### src/rtl/pdu_debug_ctrl_pkg.sv
// rtl/pdu_debug_ctrl_pkg.sv - shared opcodes, response codes, FSM encodings and helpers
package pdu_debug_ctrl_pkg;

  localparam logic [7:0] OP_BRK   = 8'h42;
  localparam logic [7:0] OP_DEL   = 8'h44;
  localparam logic [7:0] OP_RDCSR = 8'h52;
  localparam logic [7:0] OP_CONT  = 8'h43;

  localparam logic [7:0] ACK = 8'h06;
  localparam logic [7:0] NAK = 8'h15;

  localparam logic [31:0] BP_DISABLED = 32'hFFFF_FFFF;

  localparam logic [2:0] ST_IDLE     = 3'd0;
  localparam logic [2:0] ST_GET_ARG  = 3'd1;
  localparam logic [2:0] ST_EXEC     = 3'd2;
  localparam logic [2:0] ST_CSR_RD   = 3'd3;
  localparam logic [2:0] ST_RUN_REQ  = 3'd4;
  localparam logic [2:0] ST_RUN_WAIT = 3'd5;
  localparam logic [2:0] ST_SEND     = 3'd6;

  function automatic logic [2:0] arg_len(input logic [7:0] op);
    case (op)
      OP_BRK:   return 3'd4;
      OP_RDCSR: return 3'd2;
      default:  return 3'd0;
    endcase
  endfunction

  function automatic logic no_arg_op(input logic [7:0] op);
    return (op == OP_DEL) || (op == OP_CONT);
  endfunction

endpackage

### src/rtl/pdu_rsp_serializer.sv
// rtl/pdu_rsp_serializer.sv - loads a 32-bit word plus byte count, emits bytes LSB first
module pdu_rsp_serializer (
  input  logic        clk,
  input  logic        rstn,
  input  logic        load,
  input  logic [31:0] load_data,
  input  logic [2:0]  load_count,
  output logic [7:0]  tdata,
  output logic        tvalid,
  input  logic        tready,
  output logic        tlast
);

  logic [31:0] shreg;
  logic [2:0]  count;

  always_ff @(posedge clk or negedge rstn) begin
    if (!rstn) begin
      shreg <= 32'h0;
      count <= 3'd0;
    end else if (load) begin
      shreg <= load_data;
      count <= load_count;
    end else if (tvalid && tready) begin
      shreg <= {8'h00, shreg[31:8]};
      count <= count - 3'd1;
    end
  end

  assign tdata  = shreg[7:0];
  assign tvalid = (count != 3'd0);
  assign tlast  = (count == 3'd1);

endmodule

### src/rtl/pdu_debug_ctrl.sv
// rtl/pdu_debug_ctrl.sv - host byte-command debug initiator driving PCU run/breakpoint and CSR reads
module pdu_debug_ctrl
  import pdu_debug_ctrl_pkg::*;
#(
  parameter int ARG_TIMEOUT = 1000,
  parameter int RUN_TIMEOUT = 64
) (
  input  logic        clk,
  input  logic        rstn,
  input  logic        cmd_valid,
  input  logic [7:0]  cmd_data,
  output logic        cmd_ready,
  output logic        rsp_valid,
  output logic [7:0]  rsp_data,
  input  logic        rsp_ready,
  input  logic        cpu_stop,
  output logic        pdu_run,
  output logic [31:0] pdu_breakpoint,
  output logic [31:0] csr_debug_addr,
  input  logic [31:0] csr_debug_dout,
  output logic        busy
);

  localparam int ATW = $clog2(ARG_TIMEOUT + 1);
  localparam int RTW = $clog2(RUN_TIMEOUT + 1);

  logic [2:0]     state, state_nxt;
  logic [7:0]     opcode;
  logic [31:0]    arg;
  logic [1:0]     arg_idx;
  logic [ATW-1:0] arg_tmr;
  logic [RTW-1:0] run_tmr;

  logic        cmd_fire;
  logic        arg_last;
  logic        arg_expired;
  logic        run_expired;
  logic        ser_load;
  logic [31:0] ser_word;
  logic [2:0]  ser_count;
  logic        ser_last;

  assign cmd_ready   = (state == ST_IDLE) || (state == ST_GET_ARG);
  assign cmd_fire    = cmd_valid && cmd_ready;
  assign busy        = (state != ST_IDLE);
  assign arg_last    = ({1'b0, arg_idx} == arg_len(opcode) - 3'd1);
  assign arg_expired = (arg_tmr == ATW'(ARG_TIMEOUT));
  assign run_expired = (run_tmr == RTW'(RUN_TIMEOUT - 1));

  always_comb begin
    state_nxt = state;
    ser_load  = 1'b0;
    ser_word  = {24'h0, NAK};
    ser_count = 3'd1;
    case (state)
      ST_IDLE: begin
        if (cmd_fire) begin
          if (arg_len(cmd_data) != 3'd0) begin
            state_nxt = ST_GET_ARG;
          end else if (no_arg_op(cmd_data)) begin
            state_nxt = ST_EXEC;
          end else begin
            ser_load  = 1'b1;
            state_nxt = ST_SEND;
          end
        end
      end
      // An arriving byte takes priority over a timeout in the same cycle.
      ST_GET_ARG: begin
        if (cmd_fire) begin
          if (arg_last) state_nxt = ST_EXEC;
        end else if (arg_expired) begin
          ser_load  = 1'b1;
          state_nxt = ST_SEND;
        end
      end
      ST_EXEC: begin
        case (opcode)
          OP_BRK, OP_DEL: begin
            ser_load  = 1'b1;
            ser_word  = {24'h0, ACK};
            state_nxt = ST_SEND;
          end
          OP_RDCSR: state_nxt = ST_CSR_RD;
          OP_CONT: begin
            if (cpu_stop) begin
              state_nxt = ST_RUN_REQ;
            end else begin
              ser_load  = 1'b1;
              state_nxt = ST_SEND;
            end
          end
          default: begin
            ser_load  = 1'b1;
            state_nxt = ST_SEND;
          end
        endcase
      end
      ST_CSR_RD: begin
        ser_load  = 1'b1;
        ser_word  = csr_debug_dout;
        ser_count = 3'd4;
        state_nxt = ST_SEND;
      end
      ST_RUN_REQ: begin
        if (!cpu_stop) begin
          state_nxt = ST_RUN_WAIT;
        end else if (run_expired) begin
          ser_load  = 1'b1;
          state_nxt = ST_SEND;
        end
      end
      ST_RUN_WAIT: begin
        if (cpu_stop) begin
          ser_load  = 1'b1;
          ser_word  = {24'h0, ACK};
          state_nxt = ST_SEND;
        end
      end
      ST_SEND: begin
        if (rsp_valid && rsp_ready && ser_last) state_nxt = ST_IDLE;
      end
      default: state_nxt = ST_IDLE;
    endcase
  end

  always_ff @(posedge clk or negedge rstn) begin
    if (!rstn) begin
      state          <= ST_IDLE;
      opcode         <= 8'h00;
      arg            <= 32'h0;
      arg_idx        <= 2'd0;
      arg_tmr        <= '0;
      run_tmr        <= '0;
      pdu_run        <= 1'b0;
      pdu_breakpoint <= BP_DISABLED;
      csr_debug_addr <= 32'h0;
    end else begin
      state <= state_nxt;
      case (state)
        ST_IDLE: begin
          if (cmd_fire) begin
            opcode  <= cmd_data;
            arg_idx <= 2'd0;
            arg_tmr <= '0;
          end
        end
        ST_GET_ARG: begin
          if (cmd_fire) begin
            arg[{arg_idx, 3'b000} +: 8] <= cmd_data;
            arg_idx <= arg_idx + 2'd1;
            arg_tmr <= '0;
          end else if (!arg_expired) begin
            arg_tmr <= arg_tmr + 1'b1;
          end
        end
        ST_EXEC: begin
          case (opcode)
            OP_BRK:   pdu_breakpoint <= arg;
            OP_DEL:   pdu_breakpoint <= BP_DISABLED;
            OP_RDCSR: csr_debug_addr <= {16'h0, arg[15:0]};
            OP_CONT: begin
              if (cpu_stop) begin
                pdu_run <= 1'b1;
                run_tmr <= '0;
              end
            end
            default: ;
          endcase
        end
        ST_RUN_REQ: begin
          if (!cpu_stop || run_expired) pdu_run <= 1'b0;
          else                          run_tmr <= run_tmr + 1'b1;
        end
        default: ;
      endcase
    end
  end

  pdu_rsp_serializer u_ser (
    .clk        (clk),
    .rstn       (rstn),
    .load       (ser_load),
    .load_data  (ser_word),
    .load_count (ser_count),
    .tdata      (rsp_data),
    .tvalid     (rsp_valid),
    .tready     (rsp_ready),
    .tlast      (ser_last)
  );

endmodule
### config.mk
export PLATFORM = sky130hd
export DESIGN_NAME = pdu_debug_ctrl
export DESIGN_NICKNAME = d
export VERILOG_FILES = /design/src/rtl/pdu_debug_ctrl_pkg.sv /design/src/rtl/pdu_rsp_serializer.sv /design/src/rtl/pdu_debug_ctrl.sv
export SDC_FILE = /design/constraint.sdc
export NUM_CORES = 1
export LEC_CHECK = 0
export ABC_AREA = 1
export CAP_MARGIN = 20
export CELL_PAD_IN_SITES_DETAIL_PLACEMENT = 0
export CELL_PAD_IN_SITES_GLOBAL_PLACEMENT = 1
export CORE_MARGIN = 3
export CORE_UTILIZATION = 30
export DETAILED_ROUTE_END_ITERATION = 10
export GPL_TIMING_DRIVEN = 0
export PLACE_DENSITY_LB_ADDON = 0.1
export SYNTH_ARGS = -nofsm -noshare
export SYNTH_HDL_FRONTEND = slang
export SYNTH_SLANG_ARGS = --single-unit
### constraint.sdc
create_clock -name clk -period 2.1 [get_ports clk]
set_input_delay 0.315 -clock clk [delete_from_list [all_inputs] [get_ports clk]]
set_output_delay 0.315 -clock clk [all_outputs]
set_load 0.01 [all_outputs]
==> flow_summary.ini <==
[run_status]
status = finished, final reports clean

[global_route]
grt_pass1_vias = 6027
gr-total-overflow = 0
antenna_found_initial = 0
grt_start_max_net_pins = 52
track_usage_pct = 15.9
grt_first_pass_wirelength_um = 32900

[synthesis]
yosys-mux-area-fraction_pct = 0.157
synth_area_um2 = 7150
ys_warn_count = 0
synth-xor-area-share_pct = 1.35
synth_seq_cells = 146
synth_compound_area_share_pct = 10.4
ys_seq_area_share_pct = 51.6
yosysUniqueCellTypes = 37
synth-adder-area-share_pct = 1.92
synthCells = 870
synth_edf_count = 0
synth_area_leaders = dfrtp_1 40%, nand2_1 12%, dfstp_2 12%, o21ai_0 5.7%, inv_1 4.7%
synth_area_leader_cell = dfrtp_1
netlist_top_cells_count = 229 x nand2_1, 114 x dfrtp_1, 90 x inv_1
synth-simple-area-share_pct = 24.5
synthDominantCellAreaShare_pct = 39.9
synth_most_common_cell = nand2_1
postSynth.asyncResetShare_pct = 100
syn_avg_cell_area_um2 = 8.22
synth_top_family_by_area = simple AND/OR/NAND/NOR gates
synth_ff_type = dfrtp_1

[placement]
place_inst = 1304
post-dp-hpwl_um = 14800
gp_congestion = 0.777
port_buffers = 104

[route]
routed_wl_um = 20100
route.detailed.wl_per_inst_um = 15.1
vias_per_cell = 4.49
ant_nets = 0
firstDrtPassIters = 5
via_count = 5994
drtIter0Drc = 307
route.detailed.drc = 0

[floorplanning]
die_area_um2 = 25700
initial_core_util_pct = 31.0
die_h_um = 160
num_rows = 55
die_x_um = 160
io_pins = 121
coreArea_um2 = 23100

[critical_path]
rrSetupSlack_ns = 0.13
critPathRequiredTime_ns = 1.78
reg2reg_to = arg[8]
r2r-start = arg_idx[0]
startpoint_type = register
cp.arrival_ns = 1.71
critPathMaxFanout = 5
reg2reg_depth = 7
critical_path_class = reg -> out
end_kind = primary output

[timing]
worstMarginPinSlew_ns = 0.628
hold_viol_final = 0
finalMaxSlewViolations = 0
whs_ns = 0.391
period_share_pct = 96.5
relSlewSlack_pct = 58.2
rsz0062_at_grt = yes
final.min_clock_period_ns = 2.03
setup_viol = 0
fmax_mhz = 493
skew_ns = 0.00987

[run]
drv_cap = 0

[clock_network]
cts_buffers = 17
cts.path.max_buffers = 2
clk_pin_slew_ns = 0.07
cts_root_buffer = clkbuf_16
clk_latency_ns = 0.43
cts_sinks = 146
htree_levels = 4
cts_setup_buffers = 0
cts_tree = yes

[finish]
stdcell_count = 1336
fillers = 2405
nNetsFinal = 1066
layout-drive-gt1-share_pct = 14.2
area_growth_pct = 30.8
n_antenna_cell = 0

[pwr]
ir_drop_mv = 0.522
leakage_nw = 4.33
pwr_density_cell_nw_per_um2 = 1250

[hold_path]
worstHoldPathType = in -> async
## worst max-delay path, stage by stage, from the launching register on
cell and delay, ns:
dfrtp_1 0.47, inv_2 0.11, nand2_2 0.15, clkdlybuf4s50_1 0.56
## metrics by stage
| step | TNS (ns) | power, W | worst slack [ns] | area, µm² | utilization, % |
|---|---|---|---|---|---|
| 6_report | 0 | 0.0117 | 0.0726 | 9360 | 40.6 |
| 5_1_grt | -0.0325 | 0.0125 | -0.0195 | 9360 | 40.6 |
| 4_1_cts | 0 | 0.0118 | 0.0157 | 9330 | 40.5 |
| 3_5_place_dp | -11.81 | 0.00863 | -0.290 | 8700 | 37.7 |
| 3_3_place_gp | -771.69 | 0.00860 | -5.65 | 8640 | 37.5 |
| 2_1_floorplan | 0 | 0.00676 | 0.190 | 7210 | - |
## cell families (layout without fill, tap and decap cells)
group                      count (synthesis)  after routing
and+or+nand+nor                          414            414
buffers and inverters                    153            291
DFF                                      146            146
AOI/OAI and AO/OA                        133            133
adders and majority gates                 11             11
xor gates and xnor gates                  11             11
other                                      1             16
muxes                                      1              1
## power breakdown
part           internal, W  switching, W
registers          0.00387      0.000509
clock network      0.00173       0.00137
logic              0.00183       0.00237
## what timing repair did
item	CTS	global route
hold buffers	1	0
hold endpoints to repair	35	0
gates resized for setup	7	18
pin swaps	0	0
setup endpoints to repair	25	71
## worst max path at each step
stage | startpoint | end | slack [ns] | cells past startpoint
final | state[2] | busy | 0.07 | 3
after global routing | arg_idx[0] | arg[24] | -0.02 | 9
after CTS | u_ser.count[0] | rsp_valid | 0.02 | 4
after detailed placement | arg_idx[0] | arg[0] | -0.29 | 6
after global placement | rstn | run_tmr[5] | -5.65 | 1
after floorplan | arg_idx[0] | arg[8] | 0.19 | 8
## registers in the layout, indices dropped and copies added (netlist names)
name            flops
arg                32
u_ser.count         3
pdu_run             1
u_ser.shreg        32
opcode              8
pdu_breakpoint     32
arg_tmr            10
run_tmr             7
arg_idx             2
state               3
csr_debug_addr     16
## per-layer routing
| layer | vias up | routed length [µm] | GRT usage (%) |
|---|---|---|---|
| met5 | - | 0 | 0 |
| met3 | 14 | 832 | 3.25 |
| met2 | 110 | 9220 | 25.0 |
| met4 | 0 | 197 | 3.71 |
| met1 | 2829 | 9890 | 22.6 |
| li1 | 3041 | - | - |
## placed cells by master, fill, tap and decap left out, drive strengths merged, types with 3 or more instances in the layout
cell           Yosys  final
conb               1     16
buf               43     44
dfrtp            114    114
clkbuf            16     35
dfstp             32     32
o21ai             82     82
o31ai              4      4
a21oi              6      6
clkdlybuf4s50      0    101
o21a               3      3
nand3             67     67
nand4             14     14
a31oi             32     32
nand2            232    232
xor2              10     10
clkinv             1      5
ha                11     11
nor3              13     13
nor2              87     87
inv               93    101
## cell type report
cell class / count / area, µm² / area share, %
clock buffer: 18 / 439 / 4.69
inverter: 94 / 353 / 3.77
clock inverter: 14 / 163 / 1.74
timing repair buffer: 107 / 1110 / 11.8
multi-input combinational: 586 / 2840 / 30.3
sequential: 146 / 3700 / 39.5
tap: 313 / 392 / 4.18
buffer: 58 / 372 / 3.97
No activity file was read; power rests on OpenSTA's default activity.
==> edit 1 (same settings) <==
Reset style: synchronous (`rstn`), changed in 2 clocked blocks.
--- a/src/rtl/pdu_rsp_serializer.sv
+++ b/src/rtl/pdu_rsp_serializer.sv
@@ -16,3 +16,3 @@
 
-  always_ff @(posedge clk or negedge rstn) begin
+  always_ff @(posedge clk) begin
     if (!rstn) begin
--- a/src/rtl/pdu_debug_ctrl.sv
+++ b/src/rtl/pdu_debug_ctrl.sv
@@ -126,3 +126,3 @@
 
-  always_ff @(posedge clk or negedge rstn) begin
+  always_ff @(posedge clk) begin
     if (!rstn) begin
Behaviour: differs if rstn is asserted again (counterexample within 4 cycles, from zero or initial values and one cycle with rstn low); with rstn held inactive, the same outputs for 4 cycles.
==> edit 1 against the unedited design <==
- sequential share of layout area down 6.3 points
- synthesized area down 6.2%
- critical path depth unchanged
- global-route usage up 0.82 points
- hold slack better by 0.065 ns
- worst setup slack better by 0.069 ns
- sequential cell count unchanged
- routed wire length down 2.2%
- total power down 27%
- design area down 5.9%
- maximum frequency up 3.5%
- largest cell class is now multi-input combinational cells
- highest routed layer unchanged
==> edit 1: results (changes against the unedited design) <==
* Met3 Use GR at 0.0317 (was 0.0325)
* HPWL after detailed placement at 14.7 mm (was 14.8 mm)
* Post-synth cell types at 42 (was 37)
* Fin Clk Skew at 0.0119 ns (was 0.00987 ns)
* Synth Area in XOR/XNOR at 0.00653 (was 0.0135)
* Final net count at 1,121 (was 1,066)
* Post-synth top area cell: dfxtp_1 (was dfrtp_1)
* Overall routing resource usage at 0.167 (was 0.159)
* PwrDens at 968 nW/um2 (was 1250 nW/um2)
* Metal-1 WL at 10.4 mm (was 9.89 mm)
* Worst slew pin tran at 0.804 ns (was 0.628 ns)
* Cells after synthesis at 923 (was 870)
* Mux cell area share after synthesis at 0 (was 0.00157)
* WL final at 19.7 mm (was 20.1 mm)
* Post-synth top cells: 196 x nand2_1, 146 x dfxtp_1, 98 x nand3_1 (was 229 x nand2_1, 114 x dfrtp_1, 90 x inv_1)
* Met1 Use GR at 0.252 (was 0.226)
* R2R Path Start: arg_idx[0]$_SDFFE_PN0P_ (was arg_idx[0]$_DFFE_PN0P_)
* Status: completed (unchanged)
* Synth Warn # at 0 (unchanged)
* Max Used Layer: met4 (unchanged)
* CTS resizes at 6 (was 7)
* End of the worst register-to-register path: arg[31]$_SDFFE_PN0P_ (was arg[8]$_DFFE_PN0P_)
* Routed length on met3 at 863 um (was 832 um)
* Largest net degree at the start of global routing at 17 (was 52)
* Top post-synthesis cells by area: dfxtp_1 44%, nand2_1 11%, nand3_1 7.3% (was dfrtp_1 40%, nand2_1 12%, dfstp_2 12%)
* CP peak stage delay at 0.59 ns (was 0.56 ns)
* DP Area at 8140 um2 (was 8700 um2)
* WP data arrival at 1.64 ns (was 1.71 ns)
* Port buffer count at 103 (was 104)
* Crit path max-delay cell type: clkdlybuf4s50_1 (unchanged)
* Cell Count Post-Placement at 1,321 (was 1,304)
* Met2 usage at 0.243 (was 0.250)
* Vias in the first global route at 5,996 (was 6,027)
* Gpl congestion at 0.832 (was 0.777)
* Post-synth ARST share at 0 (was 1.00)
* Vias/cell at 4.59 (was 4.49)
* First-pass GRT wire length at 32.3 mm (was 32.9 mm)
* Worst reg-to-reg path cell count at 6 (was 7)
* Met2 WL at 8.21 mm (was 9.22 mm)
* Post-Synth Adder-Cell Area at 0.0205 (was 0.0192)
* Fin Hold WS at 0.456 ns (was 0.391 ns)
* Net switching power at 2.92 mW (was 4.25 mW)
* Seq/Total Area, Yosys at 0.436 (was 0.516)
* Share of cells above drive strength 1 at 0.111 (was 0.142)
* Worst vdd ir at 467 uV (was 522 uV)
* Dpl ws at -0.291 ns (was -0.290 ns)
* HP Class: register to register (was input pin to asynchronous set/reset pin)
* Crit path max fanout at 8 (was 5)
* Wire per inst at 14.5 um (was 15.1 um)
* Leakage at 3.77 nW (was 4.33 nW)
* DR iter-0 viols at 294 (was 307)
* Fin worst setup slack at 0.142 ns (was 0.0726 ns)
* Synth Area in Compound Gates at 0.121 (was 0.104)
* Seq power at 3.12 mW (was 4.38 mW)
* Reg2Reg Setup Slack at 0.18 ns (was 0.13 ns)
* Fillers at 2,376 (was 2,405)
-- edit 1: cell type report --
type	count	area, um2	area share
inverter	73	277	0.0314
clock inverter	13	150	0.0171
tap	280	350	0.0398
sequential	146	2920	0.332
buffer	69	394	0.0448
clock buffer	19	433	0.0492
timing repair buffer	109	1070	0.122
multi-input combinational	649	3200	0.364
-- edit 1: worst max path at each step --
stage	start	endpoint	depth (start not counted)
after floorplan	arg_idx[0]$_SDFFE_PN0P_	arg[27]$_SDFFE_PN0P_	6
after global placement	cmd_data[6]	u_ser.shreg[2]$_SDFFE_PN0P_	13
after detailed placement	cmd_data[6]	u_ser.shreg[30]$_SDFFE_PN0P_	11
after CTS	state[2]$_SDFFE_PN0P_	csr_debug_addr[14]$_SDFFE_PN0P_	10
after global routing	opcode[7]$_SDFFE_PN0P_	pdu_breakpoint[21]$_SDFFE_PN1P_	9
final	state[2]$_SDFFE_PN0P_	cmd_ready	3
==> edit 2 (same flow settings) <==
Without the edit above. The parameter `ARG_TIMEOUT` goes from 1000 to 2000.
--- a/src/rtl/pdu_debug_ctrl.sv
+++ b/src/rtl/pdu_debug_ctrl.sv
@@ -4,3 +4,3 @@
 #(
-  parameter int ARG_TIMEOUT = 1000,
+  parameter int ARG_TIMEOUT = 2000,
   parameter int RUN_TIMEOUT = 64
Behaviour: same outputs for any inputs over 4 cycles, from zero or initial values and one cycle with rstn low; that may be too few to reach the edited logic, so the function may still have changed.
==> edit 2 against the unedited design <==
- routed wire length is 3.9% lower
- via count is 0.73% lower
- worst setup slack better by 0.059 ns
- final cell count hardly changed
- critical path depth stayed put
- synthesized area is 1.2% higher
- global-route usage is 0.44 points lower
- sequential share of layout area is 0.26 points higher
- clock skew is 0.0030 ns higher
- design area hardly changed
- total power is 0.33% higher
- die area is 1.2% higher
- sequential cell count is 1 higher
- largest cell class unchanged
- largest power group unchanged
==> edit 2: results (changes against the unedited design) <==
* Status: completed (unchanged)
* Dpl ws at -0.374 ns (was -0.290 ns)
* Tmin final at 1.97 ns (was 2.03 ns)
* HPWL after detailed placement at 14.3 mm (was 14.8 mm)
* Crit path max-delay cell type: clkdlybuf4s50_1 (unchanged)
* Seq/Total Area, Yosys at 0.514 (was 0.516)
* Share of cells above drive strength 1 at 0.151 (was 0.142)
* Vias/cell at 4.45 (was 4.49)
* HP Class: input pin to register (was input pin to asynchronous set/reset pin)
* Overall routing resource usage at 0.155 (was 0.159)
* Fin Clk Skew at 0.0128 ns (was 0.00987 ns)
* Worst slew pin tran at 0.639 ns (was 0.628 ns)
* Fin Hold WS at 0.419 ns (was 0.391 ns)
* Post-synth top cells: 230 x nand2_1, 115 x dfrtp_1, 84 x nor2_1 (was 229 x nand2_1, 114 x dfrtp_1, 90 x inv_1)
* Vias in the first global route at 5,915 (was 6,027)
* Top post-synthesis cells by area: dfrtp_1 40%, nand2_1 12%, dfstp_2 12% (unchanged)
* WL final at 19.3 mm (was 20.1 mm)
* R2R Path Start: arg_idx[0]$_DFFE_PN0P_ (unchanged)
* WP data arrival at 1.65 ns (was 1.71 ns)
* Leakage at 4.28 nW (was 4.33 nW)
* Gpl congestion at 0.795 (was 0.777)
* Final net count at 1,061 (was 1,066)
* 1st-pass router iterations at 4 (was 5)
* CTS buffer count at 17 (unchanged)
* Largest net degree at the start of global routing at 82 (was 52)
* DR iter-0 viols at 258 (was 307)
* Post-synth cell types at 38 (was 37)
* Worst vdd ir at 502 uV (was 522 uV)
* Hold Startpoint: csr_debug_dout[14]
-- edit 2: cell types whose count changed in the layout (fill, tap and decap cells not counted), moves of 4 or more --
cell / change
o31ai_1: +4
a21oi_1: +12
a31oi_1: -4
o21ai_0: -7
nand3_2: +5
inv_1: -13
clkbuf_2: -4
nand3_1: -12
inv_2: +5
nor2_1: +6
-- edit 2: per-stage QoR --
stage,power (mW),instance area [um2],utilization,std cells
floorplan,6.99,7300,-,881
global placement,8.84,8740,0.370,1304
detailed placement,8.85,8770,0.371,1305
CTS,11.9,9350,0.396,1337
global route,12.6,9360,0.396,1337
finish,11.7,9360,0.396,1337
-- edit 2: routing by layer --
metal	routed length, um	global-route usage
met4	162	0.0360
met1	9650	0.219
met2	8770	0.240
met3	765	0.0369
met5	0	0
-- edit 2: cell type report --
class                   instances  area [um2]
fillers                      2495       14300
inverters                      86         327
plain buffers                  56         380
multi-input cells             591        2890
clock buffers                  19         453
flip-flops and latches        147        3720
clock inverters                13         114
repair buffers                106        1080
well taps                     319         399
-- edit 2: path summary, 6_finish.rpt --
check / cells past startpoint / endpoint
setup / recovery: 3 / busy
hold / removal: 3 / u_ser.shreg[14]$_DFFE_PN0P_
setup reg to reg: 6 / arg[30]$_DFFE_PN0P_
hold reg to reg: 2 / csr_debug_addr[8]$_DFFE_PN0P_
max in group asynchronous: 3 / opcode[4]$_DFFE_PN0P_
min in group asynchronous: 2 / csr_debug_addr[8]$_DFFE_PN0P_
-- edit 2: logic make-up after synthesis --
kind of cell | count (synthesis) | synth area share
and+or+nand+nor | 419 | 0.253
DFF | 147 | 0.514
buffers and inverters | 143 | 0.0973
AOI/OAI and AO/OA | 137 | 0.106
adders and majority gates | 11 | 0.0190
xor gates and xnor gates | 7 | 0.00847
other | 1 | 0.000518
muxes | 1 | 0.00156
-- edit 2: report_power, final --
part | internal [mW] | switching [mW]
clock | 1.62 | 1.34
sequential | 3.91 | 0.511
combinational | 1.94 | 2.39
-- edit 2: what timing repair did --
item                                   in CTS  in global routing
resized for setup                           6                  7
endpoints found under the hold margin      43                  0
hold buffers                                1                  0
setup endpoints to repair                  22                 18
-- edit 2: critical path, delay by kind of cell, from the launching register on --
family | cells | cell delay, ns
DFF | 1 | 0.43
buffers and inverters | 2 | 0.66
and+or+nand+nor | 1 | 0.15
